--- src/rtl/rvh_noc_pkg.sv ---
// Shared NoC definitions: default flit width, flit type and small sizing helpers.
package rvh_noc_pkg;

  // Default flit payload width used across the router datapath.
  localparam int unsigned NOC_FLIT_W = 64;

  // One flit payload at the default width.
  typedef logic [NOC_FLIT_W-1:0] noc_flit_t;

  // Width of an index over n entries; at least one bit so a single-entry
  // structure still has a legal (constant zero) index.
  function automatic int unsigned idx_w(input int unsigned n);
    return (n > 1) ? $clog2(n) : 1;
  endfunction

endpackage

--- src/rtl/std_dffr.sv ---
// Plain D flop bank with asynchronous active-low reset to zero.
module std_dffr #(
  parameter int WIDTH = 1
) (
  input  logic             clk,
  input  logic             rstn,
  input  logic [WIDTH-1:0] d,
  output logic [WIDTH-1:0] q
);

  // Capture d every rising edge; clear asynchronously on reset.
  // NOTE: sequential state uses non-blocking (<=) so every flop samples
  // pre-edge values regardless of the order blocks are evaluated in.
  always_ff @(posedge clk or negedge rstn) begin
    if (!rstn) q <= '0;
    else       q <= d;
  end

endmodule

--- src/rtl/std_dffrve.sv ---
// D flop bank with load enable and asynchronous active-low reset to zero.
module std_dffrve #(
  parameter int WIDTH = 1
) (
  input  logic             clk,
  input  logic             rstn,
  input  logic             en,
  input  logic [WIDTH-1:0] d,
  output logic [WIDTH-1:0] q
);

  // Load d on enabled rising edges; clear asynchronously on reset.
  always_ff @(posedge clk or negedge rstn) begin
    if (!rstn)   q <= '0;
    else if (en) q <= d;
  end

endmodule

--- src/rtl/vc_fifo.sv ---
// Single virtual-channel flit FIFO. The caller presents only qualified
// push/pop requests (push never hits a full FIFO unless popped the same
// cycle, pop never hits an empty FIFO). Head data is read combinationally
// from storage, so a written flit appears at the head the cycle after the
// write edge with no bypass.
module vc_fifo
  import rvh_noc_pkg::*;
#(
  parameter int DEPTH = 1,
  parameter int CNT_W = $clog2(DEPTH + 1),
  parameter int W     = NOC_FLIT_W
) (
  input  logic             clk,
  input  logic             rstn,
  input  logic             push_i,
  input  logic             pop_i,
  input  logic [W-1:0]     dat_i,
  output logic             full_o,
  output logic             empty_o,
  output logic [CNT_W-1:0] count_o,
  output logic [W-1:0]     head_dat_o
);

  localparam int PTR_W = idx_w(DEPTH);
  localparam logic [PTR_W-1:0] PTR_LAST = PTR_W'(DEPTH - 1);
  localparam logic [CNT_W-1:0] CNT_FULL = CNT_W'(DEPTH);

  logic [PTR_W-1:0] wr_ptr_d, wr_ptr_q;
  logic [PTR_W-1:0] rd_ptr_d, rd_ptr_q;
  logic [CNT_W-1:0] count_d, count_q;
  logic [W-1:0]     mem [DEPTH];

  // Next pointers wrap explicitly so non-power-of-2 depths stay in range;
  // occupancy moves only when exactly one of push/pop happens.
  // NOTE: every always_comb output gets a default first so no path leaves
  // it unassigned and a latch is never inferred.
  always_comb begin
    wr_ptr_d = (wr_ptr_q == PTR_LAST) ? '0 : wr_ptr_q + 1'b1;
    rd_ptr_d = (rd_ptr_q == PTR_LAST) ? '0 : rd_ptr_q + 1'b1;
    count_d  = count_q;
    if (push_i && !pop_i)      count_d = count_q + CNT_W'(1);
    else if (!push_i && pop_i) count_d = count_q - CNT_W'(1);
  end

  std_dffrve #(.WIDTH(PTR_W)) u_wr_ptr (
    .clk(clk), .rstn(rstn), .en(push_i), .d(wr_ptr_d), .q(wr_ptr_q)
  );

  std_dffrve #(.WIDTH(PTR_W)) u_rd_ptr (
    .clk(clk), .rstn(rstn), .en(pop_i), .d(rd_ptr_d), .q(rd_ptr_q)
  );

  std_dffr #(.WIDTH(CNT_W)) u_count (
    .clk(clk), .rstn(rstn), .d(count_d), .q(count_q)
  );

  // Flit storage write port.
  // NOTE: storage carries no reset; validity comes solely from the reset
  // occupancy, so clearing the array would only cost area and timing.
  always_ff @(posedge clk) begin
    if (push_i) mem[wr_ptr_q] <= dat_i;
  end

  assign head_dat_o = mem[rd_ptr_q];
  assign count_o    = count_q;
  assign full_o     = (count_q == CNT_FULL);
  assign empty_o    = (count_q == '0);

  a_count_le_depth: assert property (
    @(posedge clk) disable iff (!rstn) count_q <= CNT_FULL
  ) else $error("vc_fifo occupancy exceeds depth");

endmodule

--- src/rtl/input_port_vc_buffer.sv ---
// Router input-port buffer: one FIFO per virtual channel, registered credit
// return on every accepted pop, and sticky overflow/underflow flags for
// dropped writes and ignored pops (including out-of-range VC ids).
module input_port_vc_buffer
  import rvh_noc_pkg::*;
#(
  parameter int VC_NUM             = 4,
  parameter int VC_NUM_IDX_W       = VC_NUM > 1 ? $clog2(VC_NUM) : 1,
  parameter int VC_DEPTH           = 1,
  parameter int VC_DEPTH_COUNTER_W = $clog2(VC_DEPTH + 1),
  parameter int FLIT_W             = NOC_FLIT_W
) (
  input  logic                                         clk,
  input  logic                                         rstn,
  input  logic                                         flit_vld_i,
  input  logic [VC_NUM_IDX_W-1:0]                      flit_vc_id_i,
  input  logic [FLIT_W-1:0]                            flit_dat_i,
  input  logic                                         pop_vld_i,
  input  logic [VC_NUM_IDX_W-1:0]                      pop_vc_id_i,
  output logic [VC_NUM-1:0]                            vc_head_vld_o,
  output logic [VC_NUM-1:0][FLIT_W-1:0]                vc_head_dat_o,
  output logic [VC_NUM-1:0][VC_DEPTH_COUNTER_W-1:0]    vc_occupancy_o,
  output logic                                         free_vc_credit_vld_o,
  output logic [VC_NUM_IDX_W-1:0]                      free_vc_credit_vc_id_o,
  output logic                                         overflow_err_o,
  output logic                                         underflow_err_o
);

  logic [VC_NUM-1:0] wr_hit, pop_hit;
  logic [VC_NUM-1:0] push_ok, pop_ok;
  logic [VC_NUM-1:0] full, empty;

  logic                    cred_vld_d, cred_vld_q;
  logic [VC_NUM_IDX_W-1:0] cred_id_d, cred_id_q;
  logic                    ovf_d, ovf_q;
  logic                    udf_d, udf_q;

  // Decode requests per VC, qualify them against FIFO state, and derive the
  // credit and sticky error next-state. An out-of-range id matches no VC, so
  // it is neither accepted nor stored, and it trips the matching error flag.
  // A full VC still accepts a write when that same VC is popped this cycle.
  always_comb begin
    wr_hit  = '0;
    pop_hit = '0;
    for (int v = 0; v < VC_NUM; v++) begin
      wr_hit[v]  = flit_vld_i && (flit_vc_id_i == VC_NUM_IDX_W'(v));
      pop_hit[v] = pop_vld_i  && (pop_vc_id_i  == VC_NUM_IDX_W'(v));
    end
    pop_ok     = pop_hit & ~empty;
    push_ok    = wr_hit & (~full | pop_ok);
    cred_vld_d = |pop_ok;
    cred_id_d  = cred_vld_d ? pop_vc_id_i : '0;
    ovf_d      = ovf_q | (flit_vld_i && (push_ok == '0));
    udf_d      = udf_q | (pop_vld_i  && (pop_ok  == '0));
  end

  for (genvar v = 0; v < VC_NUM; v++) begin : g_vc
    vc_fifo #(
      .DEPTH (VC_DEPTH),
      .CNT_W (VC_DEPTH_COUNTER_W),
      .W     (FLIT_W)
    ) u_vc_fifo (
      .clk        (clk),
      .rstn       (rstn),
      .push_i     (push_ok[v]),
      .pop_i      (pop_ok[v]),
      .dat_i      (flit_dat_i),
      .full_o     (full[v]),
      .empty_o    (empty[v]),
      .count_o    (vc_occupancy_o[v]),
      .head_dat_o (vc_head_dat_o[v])
    );
  end

  std_dffr #(.WIDTH(1)) u_cred_vld (
    .clk(clk), .rstn(rstn), .d(cred_vld_d), .q(cred_vld_q)
  );

  std_dffr #(.WIDTH(VC_NUM_IDX_W)) u_cred_id (
    .clk(clk), .rstn(rstn), .d(cred_id_d), .q(cred_id_q)
  );

  std_dffr #(.WIDTH(1)) u_ovf (
    .clk(clk), .rstn(rstn), .d(ovf_d), .q(ovf_q)
  );

  std_dffr #(.WIDTH(1)) u_udf (
    .clk(clk), .rstn(rstn), .d(udf_d), .q(udf_q)
  );

  assign vc_head_vld_o          = ~empty;
  assign free_vc_credit_vld_o   = cred_vld_q;
  assign free_vc_credit_vc_id_o = cred_id_q;
  assign overflow_err_o         = ovf_q;
  assign underflow_err_o        = udf_q;

  a_credit_after_pop: assert property (
    @(posedge clk) disable iff (!rstn) free_vc_credit_vld_o |-> $past(|pop_ok)
  ) else $error("credit returned without an accepted pop");

endmodule

--- config.mk ---
export PLATFORM = sky130hd
export DESIGN_NAME = input_port_vc_buffer
export DESIGN_NICKNAME = d
export VERILOG_FILES = /design/src/rtl/rvh_noc_pkg.sv /design/src/rtl/std_dffr.sv /design/src/rtl/std_dffrve.sv /design/src/rtl/vc_fifo.sv /design/src/rtl/input_port_vc_buffer.sv
export SDC_FILE = /design/constraint.sdc
export NUM_CORES = 1
export LEC_CHECK = 0
export ABC_AREA = 1
export CORE_MARGIN = 4
export CORE_UTILIZATION = 38
export DETAILED_ROUTE_END_ITERATION = 12
export PLACE_DENSITY_LB_ADDON = 0.12
export SYNTH_ARGS = -nofsm -noshare
export SYNTH_HDL_FRONTEND = slang
export SYNTH_SLANG_ARGS = --single-unit
--- constraint.sdc ---
create_clock -name clk -period 2.24 [get_ports clk]
set_input_delay 0.336 -clock clk [delete_from_list [all_inputs] [get_ports clk]]
set_output_delay 0.336 -clock clk [all_outputs]
set_load 0.02 [all_outputs]
## After elaboration in Yosys (flattened, before gate mapping)

Memory sizes are Yosys's and may differ from the RTL's.
Cells that the tools add are included.

| storage, ports and cells | value |
|---|---|
| register bits after elaboration | 9 |
| RAM bits | 256 |
| bits of input ports | 72 |
| logic and storage cells | 89 |
| memories kept | 4 |

| operators by class | value |
|---|---|
| add/sub/neg operators | 8 |
| eq/ne operators | 6 |
| mux-type cells | 17 |
| bitwise operators | 11 |
| reduce and logical (&&, ||, !) cells | 35 |

Memories:

| memory | words | bits a word | read ports | clocked after memory_dff | write ports | RTL line | text |
|---|---|---|---|---|---|---|---|
| g_vc[0].u_vc_fifo.mem | 1 | 64 | 1 | 0 | 1 | vc_fifo.sv:31 | `logic [W-1:0] mem [DEPTH];` |
| g_vc[1].u_vc_fifo.mem | 1 | 64 | 1 | 0 | 1 | vc_fifo.sv:31 |  |
| g_vc[2].u_vc_fifo.mem | 1 | 64 | 1 | 0 | 1 | vc_fifo.sv:31 |  |
| g_vc[3].u_vc_fifo.mem | 1 | 64 | 1 | 0 | 1 | vc_fifo.sv:31 |  |

Operators by type and width:

| kind | number |
|---|---|
| $logic_and 1x1->1 | 18 |
| $mux 1 | 16 |
| $and 4x4->4 | 2 |
| $eq 2x2->1 const B | 4 |
| $logic_not 1->1 | 8 |
| $logic_not 4->1 | 2 |
| $not 4->4 | 2 |
| $reduce_bool 2->1 | 4 |
| $add 1x1->1 const B | 4 |
| $eq 2x1->1 const B | 2 |
| $logic_not 2->1 | 2 |
| $not 1->1 | 4 |
| $or 4x4->4 | 1 |
| $reduce_or 4->1 | 1 |
| $sub 1x1->1 const B | 4 |
| $mux 2 | 1 |
| $or 1x1->1 | 2 |

## Longest topological paths before layout

Gate-level depths: netlist of run 1.

| depth | value |
|---|---|
| word-level depth | 9 |
| mapped depth | 6 |
| gate-level depth less buffers | 6 |

## Cells and area by module

A second synthesis of run 1 with hierarchy kept.

| unflattened totals | value |
|---|---|
| cells, all modules | 357 |
| area, all modules | 8301.7 um2 |

Modules (own cells, without submodules):

| module | times used | cells each | area an instance (um2) | seq. area each (um2) |
|---|---|---|---|---|
| vc_fifo | 4 | 75 | 1968.1 | 1921.8 |
| input_port_vc_buffer | 1 | 48 | 203.9 | 0.0 |
| std_dffr (g_vc[0].u_vc_fifo.u_count ...) | 7 | 1 | 25.0 | 25.0 |
| std_dffr (u_cred_id) | 1 | 2 | 50.0 | 50.0 |

## Worst setup path before layout of run 1

Ideal clock, no wire load.

| timing | value |
|---|---|
| path kind | input-to-reg |
| from | input flit_vld_i |
| to | memory g_vc[1].u_vc_fifo.mem[0][0] (netlist bit) (enable) |
| setup time | 418 ps |
| arrival | 1920 ps |
| path slack | -98 ps |
| cell stages on the path | 4 |
| buffers on the path | 0 |
| cells stage by stage | inv_1 -> nor3_1 -> nand2_1 -> inv_1 |

| between the ends | value |
|---|---|
| cells in the longest elaborated chain, start to end | 4 |

RTL lines:

| element | RTL line | text |
|---|---|---|
| start: declaration | input_port_vc_buffer.sv:15 | `input logic flit_vld_i,` |
| $logic_and 1x1->1 | input_port_vc_buffer.sv:46 | `wr_hit[v] = flit_vld_i && (flit_vc_id_i == VC_NUM_IDX_W'(v));` |
| $and 4x4->4 | input_port_vc_buffer.sv:50 | `push_ok = wr_hit & (~full \| pop_ok);` |
| net g_vc[1].u_vc_fifo.push_i | vc_fifo.sv:15 | `input logic push_i,` |
| $mux 1 | vc_fifo.sv:61 | `if (push_i) mem[wr_ptr_q] <= dat_i;` |
| $mux 1 (not written as such) | vc_fifo.sv:61 |  |
| end: declaration | vc_fifo.sv:31 |  |

The timed path passes the listed nets, and every way through them passes these cells.

## Final worst setup path of run 1

| timing | value |
|---|---|
| from | register g_vc[3].u_vc_fifo.u_count.q |
| to | output vc_head_vld_o[3] |

| between the ends | value |
|---|---|
| cells in the longest elaborated chain, start to end | 2 |

RTL lines:

| element | RTL line | text |
|---|---|---|
| start: declaration | std_dffr.sv:8 | `output logic [WIDTH-1:0] q` |
| start signal: assignment | std_dffr.sv:15 | `if (!rstn) q <= '0;` |
| start signal: assignment | std_dffr.sv:16 | `else q <= d;` |
| $not 1->1 | vc_fifo.sv:67 | `assign empty_o = (count_q == '0);` |
| $not 4->4 | input_port_vc_buffer.sv:91 | `assign vc_head_vld_o = ~empty;` |
| end: declaration | input_port_vc_buffer.sv:20 | `output logic [VC_NUM-1:0] vc_head_vld_o,` |

No other way between the ends.

==> flow_metrics.py, run 1 <==
metrics = {
    "cts": {
        "cts.repair.resized": 0,
        "postCtsSetupRepairBufs": 0,
        "cts-hold-fix-buffers": 0,
        "clockBufferDepth": 3,
        "tritoncts": "done",
        "clock_latency_ps": 520,
        "cts_buffers": 28,
        "h-tree-depth": 1,
        "tritoncts_num_sinks": 265,
        "cts_root_buffer": "sky130_fd_sc_hd__clkbuf_16",
        "cts.clk_slew.worst_paths_ps": 60,
    },
    "sta": {
        "final.setup.worst_slack_ps": 340.6,
        "max_freq_mhz": 526.5,
        "report.final.hold_viol_count": 0,
        "final_number_of_max_transition_violations": 0,
        "hold-worst-slack_ps": 117.0,
        "worst_clock_skew_ps": 23.14,
        "timing.final.crit_share_pct": 84.80,
        "max_slew.worst_pin.slew_ps": 419.3,
        "grt_setup_unrepaired": "false",
        "max_slew_margin_pct": 71.96,
        "finalSetupTns_ps": 0,
        "setup_viol": 0,
        "period_minus_slack_ps": 1899,
    },
    "synthesis": {
        "yosysWarnings": 0,
        "postSynthRegisterBits": 265,
        "synth_cell_type_count": 14,
        "mappedNetlistArea_mm2": 0.008175,
        "avgSynthCellArea_um2": 25.55,
        "netlist_instances": 320,
        "yosysSeqAreaShare_pct": 96.79,
        "syn_nets": 392,
    },
    "cells_and_area": {
        "most-common-layout-cells": "340 x sky130_fd_sc_hd__clkdlybuf4s50_1, 256 x sky130_fd_sc_hd__edfxtp_1, 29 x sky130_fd_sc_hd__clkbuf_16",
        "area_delta_synth_final_pct": 58.42,
        "leading_cell_type_in_the_layout_fill_and_taps_excluded": "sky130_fd_sc_hd__clkdlybuf4s50_1",
        "fillerInstances": 1520,
        "final_nets": 763,
        "design_area_mm2": 0.01295,
        "drive_above_1_share_pct": 7.865,
    },
    "worst_setup_path": {
        "criticalPathCategory": "reg -> out",
        "critical_path.cell_chain": "clkdlybuf4s50_1",
        "critPathArrivalTime_ps": 1560,
        "timing.critical_path.slowest_cell_delay_ps": 630,
        "worst-path-max-fanout": 4,
        "setup.worst_path.start_class": "register",
        "cp_num_buf_inv": 1,
        "setup.worst_path.end_class": "output port",
        "crit_family": "buffers and inverters",
        "crit_slowest_cell": "sky130_fd_sc_hd__clkdlybuf4s50_1",
        "cp_data_required_time_ps": 1900,
    },
    "floorplanning": {
        "die-area_mm2": 0.02392,
        "die_span_in_x_um": 154.7,
        "num_rows": 53,
        "fp.dieH_um": 154.7,
        "core_mm2": 0.02109,
        "ios": 341,
        "start_util_pct": 38.77,
    },
    "global_route": {
        "grt_antenna_before_repair": 1,
        "groute.usage.overall_pct": 16.58,
        "global_route_wire_length_before_repair_um": 29940,
        "grt_max_degree": 46,
        "first_global_vias": 4708,
        "grt_overflow_total": 0,
    },
    "place": {
        "dpl.hpwl_um": 15110,
        "placed_area_mm2": 0.01204,
        "dpl_worst_slack_ps": 174.9,
        "globalplace.congestion": 0.8199,
        "io_buffer_count": 340,
    },
    "detailed_routing": {
        "routed-via-count": 4432,
        "wl_per_cell_um": 20.72,
        "via_per_inst": 4.486,
        "detail_route.drc_violations": 0,
        "finalWirelength_um": 20470,
        "route.antenna.remaining_nets": 0,
        "drt_first_pass_iters": 4,
        "drt_iter0_markers": 152,
    },
    "power": {
        "p_leak_nw": 4.419,
        "ir_worst_vdd_v": 0.0006141,
        "cellPowerDensity_mw_per_mm2": 843.4,
        "power.total_mw": 10.92,
    },
    "status": {
        "outcome": "finished, final reports clean",
    },
    "worst_hold_path": {
        "min-delay-path-class": "in -> async",
    },
    "flow_run": {
        "cap_viol_max_count": 0,
    },
}
## cell usage after synthesis (all sizes together)
| cell type | number | area, um^2 |
|---|---|---|
| edfxtp | 256 | 7687 |
| nand2 | 15 | 56.30 |
| inv | 14 | 52.55 |
| dfrtp | 9 | 225.2 |
| buf | 8 | 60.06 |
| nand3 | 5 | 25.02 |
| nor2 | 5 | 21.27 |
| o21ai | 4 | 23.77 |
| nor3 | 2 | 10.01 |
| nand4 | 1 | 6.260 |
| o21bai | 1 | 7.510 |
## where the power goes
| part | switching (mW) | internal [mW] |
|---|---|---|
| registers | 0.0501 | 5.61 |
| clock network | 1.73 | 2.71 |
| logic | 0.443 | 0.382 |
| total | 2.22 | 8.70 |
## path summary, 6_finish.rpt
check / startpoint / end / slack (ps) / depth (start not counted)
max in group asynchronous: rstn / g_vc[0].u_vc_fifo.u_count.q / 1830 / 1
min in group clk: flit_dat_i[55] / g_vc[2].u_vc_fifo.mem[0][55] / 450 / 1
hold / removal: rstn / g_vc[1].u_vc_fifo.u_count.q / 120 / 1
hold reg to reg: u_udf.q / u_udf.q / 500 / 2
setup / recovery: g_vc[3].u_vc_fifo.u_count.q / vc_head_vld_o[3] / 340 / 1
setup reg to reg: g_vc[3].u_vc_fifo.u_count.q / g_vc[3].u_vc_fifo.mem[0][3] / 860 / 4
## state kept, by name, summed over array words and instances (netlist names)
register                  flops
g_vc.u_vc_fifo.mem          256
u_ovf.q                       1
g_vc.u_vc_fifo.u_count.q      4
u_cred_id.q                   2
u_cred_vld.q                  1
u_udf.q                       1
## logic make-up (layout without fill, tap and decap cells)
family / count (synthesis) / after routing / share of synthesized area [%]
AND/OR/NAND/NOR: 28 / 28 / 1.454
flip-flops: 265 / 265 / 96.79
buffers and inverters: 22 / 414 / 1.377
AO/OA/AOI/OAI: 5 / 5 / 0.3826
other: 0 / 1 / 0
## metrics by stage
stage               utilization (%)  std cells
CTS                           61.40        987
global placement              57.10        936
floorplan                         -        320
global route                  61.42        988
detailed placement            57.10        936
finish                        61.42        988
## area by class of cell
type | instances | area, um^2 | area share, %
repair buffers | 349 | 3571 | 27.57
inverters | 14 | 63.81 | 0.4927
flip-flops and latches | 265 | 7913 | 61.10
clock inverters | 16 | 158.9 | 1.227
multi-input cells | 33 | 150.1 | 1.159
clock buffers | 35 | 748.2 | 5.777
diodes | 1 | 2.502 | 0.01932
well taps | 275 | 344.1 | 2.657
## routing by layer
layer	routed length (um)	up-vias	track usage [%]
met2	10650	240	29.16
met5	0	-	0
li1	-	1982	-
met3	2324	34	7.163
met1	6907	2176	18.24
met4	591	0	4.962
Note: power is estimated with default switching activity, not from simulation.
==> run 2, diff against run 1 <==
--- a/config.mk
+++ b/config.mk
@@ -7,7 +7,7 @@
 export LEC_CHECK = 0
 export ABC_AREA = 1
 export CORE_MARGIN = 4
-export CORE_UTILIZATION = 38
+export CORE_UTILIZATION = 42
 export DETAILED_ROUTE_END_ITERATION = 12
 export PLACE_DENSITY_LB_ADDON = 0.12
 export SYNTH_ARGS = -nofsm -noshare
==> constraint.sdc (replaced) <==
create_clock -name clk -period 2 [get_ports clk]
set_input_delay 0.3 -clock clk [delete_from_list [all_inputs] [get_ports clk]]
set_output_delay 0.3 -clock clk [all_outputs]
set_load 0.02 [all_outputs]
==> run 2 against run 1 <==
  * Non-clock buffer count is 6 higher
  * Global-route usage is 1.7 points higher
  * Register-to-register slack worse by 200 ps
  * Count of clock-buffer cells in the layout is 3 lower
  * Total power is 6.8% higher
  * Die area is 9.0% lower
  * Worst setup slack worse by 210 ps
  * Clock power hardly changed
  * Worst hold slack worse by 24 ps
  * Final area is 0.80% lower
==> flow_metrics.py, run 2 (synthesized netlist as in run 1, its figures left out) <==
metrics = {
    "global_route": {
        "first_global_vias": 4774,
        "groute.usage.overall_pct": 18.25,
        "global_route_wire_length_before_repair_um": 30130,
        "grt_max_degree": 36,
        "grt_antenna_before_repair": 1,
        "grt_overflow_total": 0,
    },
    "sta": {
        "max_slew.worst_pin.slew_ps": 419.6,
        "report.final.hold_viol_count": 0,
        "grt_setup_unrepaired": "false",
        "setup_viol": 0,
        "max_freq_mhz": 533.7,
        "max_slew_margin_pct": 71.94,
        "finalSetupTns_ps": 0,
        "worst_clock_skew_ps": 11.15,
        "final_number_of_max_transition_violations": 0,
        "period_minus_slack_ps": 1874,
        "final.setup.worst_slack_ps": 126.4,
        "timing.final.crit_share_pct": 93.68,
    },
    "worst_setup_path": {
        "rr_endpoint": "g_vc[2].u_vc_fifo.mem[0][5]",
        "critical_path.cell_chain": "clkdlybuf4s50_1",
        "criticalPathCategory": "reg -> out",
        "worstSetupPathDepth": 1,
        "setup.worst_path.start_class": "register",
        "crit_family": "buffers and inverters",
        "cp_num_buf_inv": 1,
        "critPathArrivalTime_ps": 1570,
        "setup.worst_path.start": "g_vc[2].u_vc_fifo.u_count.q",
        "worstRegToRegCells": 4,
        "setup.worst_path.end_class": "output port",
        "timing.reg2reg.setup_slack_ps": 660,
        "timing.critical_path.slowest_cell_delay_ps": 640,
        "worst-path-max-fanout": 4,
        "cp_data_required_time_ps": 1700,
        "rr_startpoint": "g_vc[2].u_vc_fifo.u_count.q",
        "crit_slowest_cell": "sky130_fd_sc_hd__clkdlybuf4s50_1",
    },
    "cts": {
        "cts_buffers": 27,
        "cts.repair.resized": 0,
        "cts.clk_slew.worst_paths_ps": 60,
        "clock_latency_ps": 520,
        "h-tree-depth": 1,
        "cts-hold-fix-buffers": 0,
        "postCtsSetupRepairBufs": 0,
        "tritoncts_num_sinks": 265,
        "tritoncts": "done",
        "cts_root_buffer": "sky130_fd_sc_hd__clkbuf_16",
        "clockBufferDepth": 3,
    },
    "worst_hold_path": {
        "min-delay-path-class": "in -> async",
    },
    "place": {
        "dpl_worst_slack_ps": -8.085,
        "io_buffer_count": 340,
        "post-place-cells": 927,
        "globalplace.congestion": 0.7871,
        "dpl.hpwl_um": 14990,
    },
    "detailed_routing": {
        "via_per_inst": 4.601,
        "route.met3.wl_um": 2335,
        "routed.top_layer": "met5",
        "drt_iter0_markers": 153,
        "met2RoutedLength_um": 10320,
        "wl_per_cell_um": 21.12,
        "m1_wire_length_um": 7462,
        "routed-via-count": 4491,
        "drt_first_pass_iters": 4,
        "finalWirelength_um": 20610,
        "detail_route.drc_violations": 0,
        "route.antenna.remaining_nets": 0,
    },
    "cells_and_area": {
        "antenna-diode-count": 0,
        "reg.largest.list": "g_vc.u_vc_fifo.mem: 256 flops, g_vc.u_vc_fifo.u_count.q: 4 flops, u_cred_id.q: 2 flops",
        "flip_flop_count_of_the_largest_register_after_layout": 256,
        "layout.cells.non_filler": 976,
        "leading_cell_type_in_the_layout_fill_and_taps_excluded": "sky130_fd_sc_hd__clkdlybuf4s50_1",
        "most-common-layout-cells": "340 x sky130_fd_sc_hd__clkdlybuf4s50_1, 256 x sky130_fd_sc_hd__edfxtp_1, 27 x sky130_fd_sc_hd__clkbuf_16",
        "final_nets": 768,
        "regMostFlops": "g_vc.u_vc_fifo.mem",
        "drive_above_1_share_pct": 7.961,
        "area_delta_synth_final_pct": 57.15,
        "final_core_area_utilization_pct": 68.00,
    },
    "flow_run": {
        "cap_viol_max_count": 0,
    },
    "power": {
        "p_leak_nw": 4.384,
        "ir_worst_vdd_v": 0.0006287,
        "power.total_mw": 11.67,
        "cellPowerDensity_mw_per_mm2": 908.4,
    },
    "floorplanning": {
        "core_mm2": 0.01889,
        "die-area_mm2": 0.02176,
        "fp.dieH_um": 147.5,
        "start_util_pct": 43.27,
        "die_span_in_x_um": 147.5,
        "num_rows": 50,
        "ios": 341,
    },
    "status": {
        "outcome": "finished, final reports clean",
    },
}
run 2: worst max path at each step:
stage                                             end
after detailed placement  g_vc[1].u_vc_fifo.mem[0][2]
after CTS                           vc_occupancy_o[3]
after global routing                 vc_head_vld_o[3]
after global placement    g_vc[1].u_vc_fifo.mem[0][2]
after floorplan           g_vc[3].u_vc_fifo.mem[0][0]
final                               vc_occupancy_o[2]
run 2: routing by layer:
layer | vias to the layer above | track usage (%)
met5 | - | 0
met4 | 2 | 5.033
li1 | 1998 | -
met1 | 2206 | 21.13
met3 | 35 | 7.480
met2 | 250 | 31.52
run 2: where the power goes:
part / switching, mW / total (mW) / internal [mW] / leakage [nW]
clock: 1.93 / 4.40 / 2.47 / 0.383
sequential: 0.0592 / 6.35 / 6.29 / 2.45
combinational: 0.496 / 0.930 / 0.434 / 1.56
run 2: stage by stage:
stage               hold WS (ps)  cell area, um^2
finish                     92.85            12850
global route               109.5            12850
CTS                        90.49            12850
detailed placement         460.5            12070
global placement           446.9            12070
floorplan                  4.409             8190
run 2: final cells by class:
type / count / area (um^2)
clock buffer: 32 / 694.4
clock inverter: 17 / 81.33
fill: 1271 / 6046
inverter: 14 / 67.56
multi-input combinational: 33 / 150.1
sequential: 265 / 7913
tap: 260 / 325.3
timing repair buffer: 355 / 3616
==> run 3, diff against run 2 <==
--- a/config.mk
+++ b/config.mk
@@ -6,10 +6,11 @@
 export NUM_CORES = 1
 export LEC_CHECK = 0
 export ABC_AREA = 1
-export CORE_MARGIN = 4
+export CORE_MARGIN = 2
 export CORE_UTILIZATION = 42
 export DETAILED_ROUTE_END_ITERATION = 12
-export PLACE_DENSITY_LB_ADDON = 0.12
+export PLACE_DENSITY = 0.87
 export SYNTH_ARGS = -nofsm -noshare
 export SYNTH_HDL_FRONTEND = slang
 export SYNTH_SLANG_ARGS = --single-unit
+export TNS_END_PERCENT = 100
==> run 3 against run 2 <==
  * Largest cell class unchanged
  * Non-clock buffer count down 6
  * Global-route usage decreased by 0.95 points
  * Worst hold slack lost 21 ps
  * Via count is 0.60% lower
  * Maximum frequency is 0.57% higher
  * Critical path type unchanged
==> flow_metrics.py, run 3 (synthesized netlist as in run 1, its figures left out) <==
metrics = {
    "sta": {
        "worst_clock_skew_ps": 6.932,
        "max_slew_margin_pct": 74.21,
        "max_freq_mhz": 536.8,
        "timing.final.crit_share_pct": 93.15,
        "report.final.hold_viol_count": 0,
        "setup_viol": 0,
        "hold-worst-slack_ps": 71.57,
        "max_slew.worst_pin.slew_ps": 385.6,
        "grt_setup_unrepaired": "false",
        "final_number_of_max_transition_violations": 0,
        "period_minus_slack_ps": 1863,
    },
    "power": {
        "clockPowerShare_pct": 40.6,
        "sw_frac_of_total_pct": 20.35,
        "power.net_switching_mw": 2.490,
        "p_leak_nw": 4.427,
        "sequentialPowerShare_pct": 51.9,
        "ir_worst_vdd_v": 0.0006814,
        "power.share.combinational_pct": 7.5,
        "cellPowerDensity_mw_per_mm2": 944.5,
        "p_int_mw": 9.742,
    },
    "cts": {
        "cts.repair.resized": 0,
        "h-tree-depth": 1,
        "tritoncts": "done",
        "cts_root_buffer": "sky130_fd_sc_hd__clkbuf_16",
        "postCtsSetupRepairBufs": 0,
        "clock_latency_ps": 510,
        "cts_buffers": 26,
        "cts-hold-fix-buffers": 0,
        "cts.clk_slew.worst_paths_ps": 60,
        "tritoncts_num_sinks": 265,
        "clockBufferDepth": 3,
    },
    "worst_hold_path": {
        "min-delay-path-class": "in -> async",
    },
    "place": {
        "dpl.hpwl_um": 13380,
        "io_buffer_count": 340,
        "globalplace.congestion": 0.8823,
    },
    "worst_setup_path": {
        "setup.worst_path.start_class": "register",
        "crit_slowest_cell": "sky130_fd_sc_hd__clkdlybuf4s50_1",
        "worst-path-max-fanout": 4,
        "timing.critical_path.slowest_cell_delay_ps": 640,
        "crit_family": "buffers and inverters",
        "criticalPathCategory": "reg -> out",
        "setup.worst_path.end_class": "output port",
        "critical_path.cell_chain": "clkdlybuf4s50_1",
        "critPathArrivalTime_ps": 1560,
        "cp_num_buf_inv": 1,
        "cp_data_required_time_ps": 1700,
    },
    "detailed_routing": {
        "drt_first_pass_iters": 4,
        "finalWirelength_um": 18960,
        "routed-via-count": 4464,
        "drt_iter0_markers": 249,
        "via_per_inst": 4.583,
        "detail_route.drc_violations": 0,
        "route.antenna.remaining_nets": 0,
        "wl_per_cell_um": 19.46,
    },
    "cells_and_area": {
        "reg.largest.list": "g_vc.u_vc_fifo.mem: 256 flops, g_vc.u_vc_fifo.u_count.q: 4 flops, u_cred_id.q: 2 flops",
        "flip_flop_count_of_the_largest_register_after_layout": 256,
        "final_core_area_utilization_pct": 67.21,
        "leading_cell_type_in_the_layout_fill_and_taps_excluded": "sky130_fd_sc_hd__clkdlybuf4s50_1",
        "drive_above_1_share_pct": 7.898,
        "antenna-diode-count": 0,
        "regMostFlops": "g_vc.u_vc_fifo.mem",
        "area_delta_synth_final_pct": 58.42,
        "final_nets": 761,
        "most-common-layout-cells": "340 x sky130_fd_sc_hd__clkdlybuf4s50_1, 256 x sky130_fd_sc_hd__edfxtp_1, 32 x sky130_fd_sc_hd__clkbuf_16",
    },
    "floorplanning": {
        "num_rows": 51,
        "die_span_in_x_um": 143.5,
        "die-area_mm2": 0.02060,
        "start_util_pct": 42.42,
        "fp.dieH_um": 143.5,
        "core_mm2": 0.01927,
        "ios": 341,
    },
    "global_route": {
        "first_global_vias": 4545,
        "groute.usage.overall_pct": 17.30,
        "grt_antenna_before_repair": 0,
        "grt_max_degree": 38,
        "global_route_wire_length_before_repair_um": 26790,
        "grt_overflow_total": 0,
    },
    "flow_run": {
        "cap_viol_max_count": 0,
    },
    "status": {
        "outcome": "finished, final reports clean",
    },
}
[run 3: cell count changes in the layout (fill, tap and decap cells not counted), sizes merged]
cell      change
bufinv        +1
clkinv        -6
buf           -6
clkbuf        +5
clkinvlp      -1
[run 3: path summary, 6_finish.rpt]
path / endpoint / slack (ps) / start / cells past startpoint
min in group clk: g_vc[0].u_vc_fifo.mem[0][32] / 410 / flit_dat_i[32] / 1
max reg2reg: g_vc[1].u_vc_fifo.mem[0][50] / 630 / g_vc[1].u_vc_fifo.u_count.q / 4
min: g_vc[1].u_vc_fifo.u_count.q / 70 / rstn / 1
max in group asynchronous: g_vc[2].u_vc_fifo.u_count.q / 1660 / rstn / 1
max: vc_occupancy_o[2] / 140 / g_vc[2].u_vc_fifo.u_count.q / 1
min reg2reg: u_udf.q / 470 / u_udf.q / 2
[run 3: per-layer routing]
metal	wire, um	vias up	track usage [%]
li1	-	1984	-
met1	6654	2193	19.62
met2	9897	248	30.88
met3	1921	39	6.065
met4	481	0	5.108
met5	0	-	0
[run 3: power by group through the flow]
stage / Clock [mW] / Sequential [mW] / Combinational, mW
after floorplan: 0 / 6.64 / 0.162
after global placement: 0 / 6.46 / 0.898
after detailed placement: 0 / 6.46 / 0.922
after CTS: 5.10 / 6.35 / 0.925
after global routing: 5.32 / 6.36 / 0.964
final: 4.97 / 6.34 / 0.918
[run 3: worst register-to-register path: stages (launching register included)]
cell	delay (ps)
sky130_fd_sc_hd__dfrtp_1	410
sky130_fd_sc_hd__nand2_1	110
sky130_fd_sc_hd__nand2_1	120
sky130_fd_sc_hd__clkinvlp_4	150
sky130_fd_sc_hd__buf_12	230
[run 3: through the flow]
| stage | cells | worst slack [ps] | TNS, ps | power [mW] | area (um^2) |
|---|---|---|---|---|---|
| floorplan | 320 | 109.3 | 0 | 6.807 | 8190 |
| global placement | 926 | 64.83 | 0 | 7.353 | 12030 |
| detailed placement | 926 | -7.446 | -125.2 | 7.384 | 12030 |
| CTS | 974 | 104.8 | 0 | 12.37 | 12950 |
| global route | 974 | 76.27 | 0 | 12.64 | 12950 |
| finish | 974 | 137.0 | 0 | 12.23 | 12950 |
[run 3: final cells by class]
class | count | area (um^2)
timing repair buffer | 349 | 3571
clock inverter | 11 | 88.84
clock buffer | 37 | 829.5
fill | 1230 | 6320
sequential | 265 | 7913
multi-input combinational | 33 | 150.1
inverter | 14 | 67.56
tap | 265 | 331.6
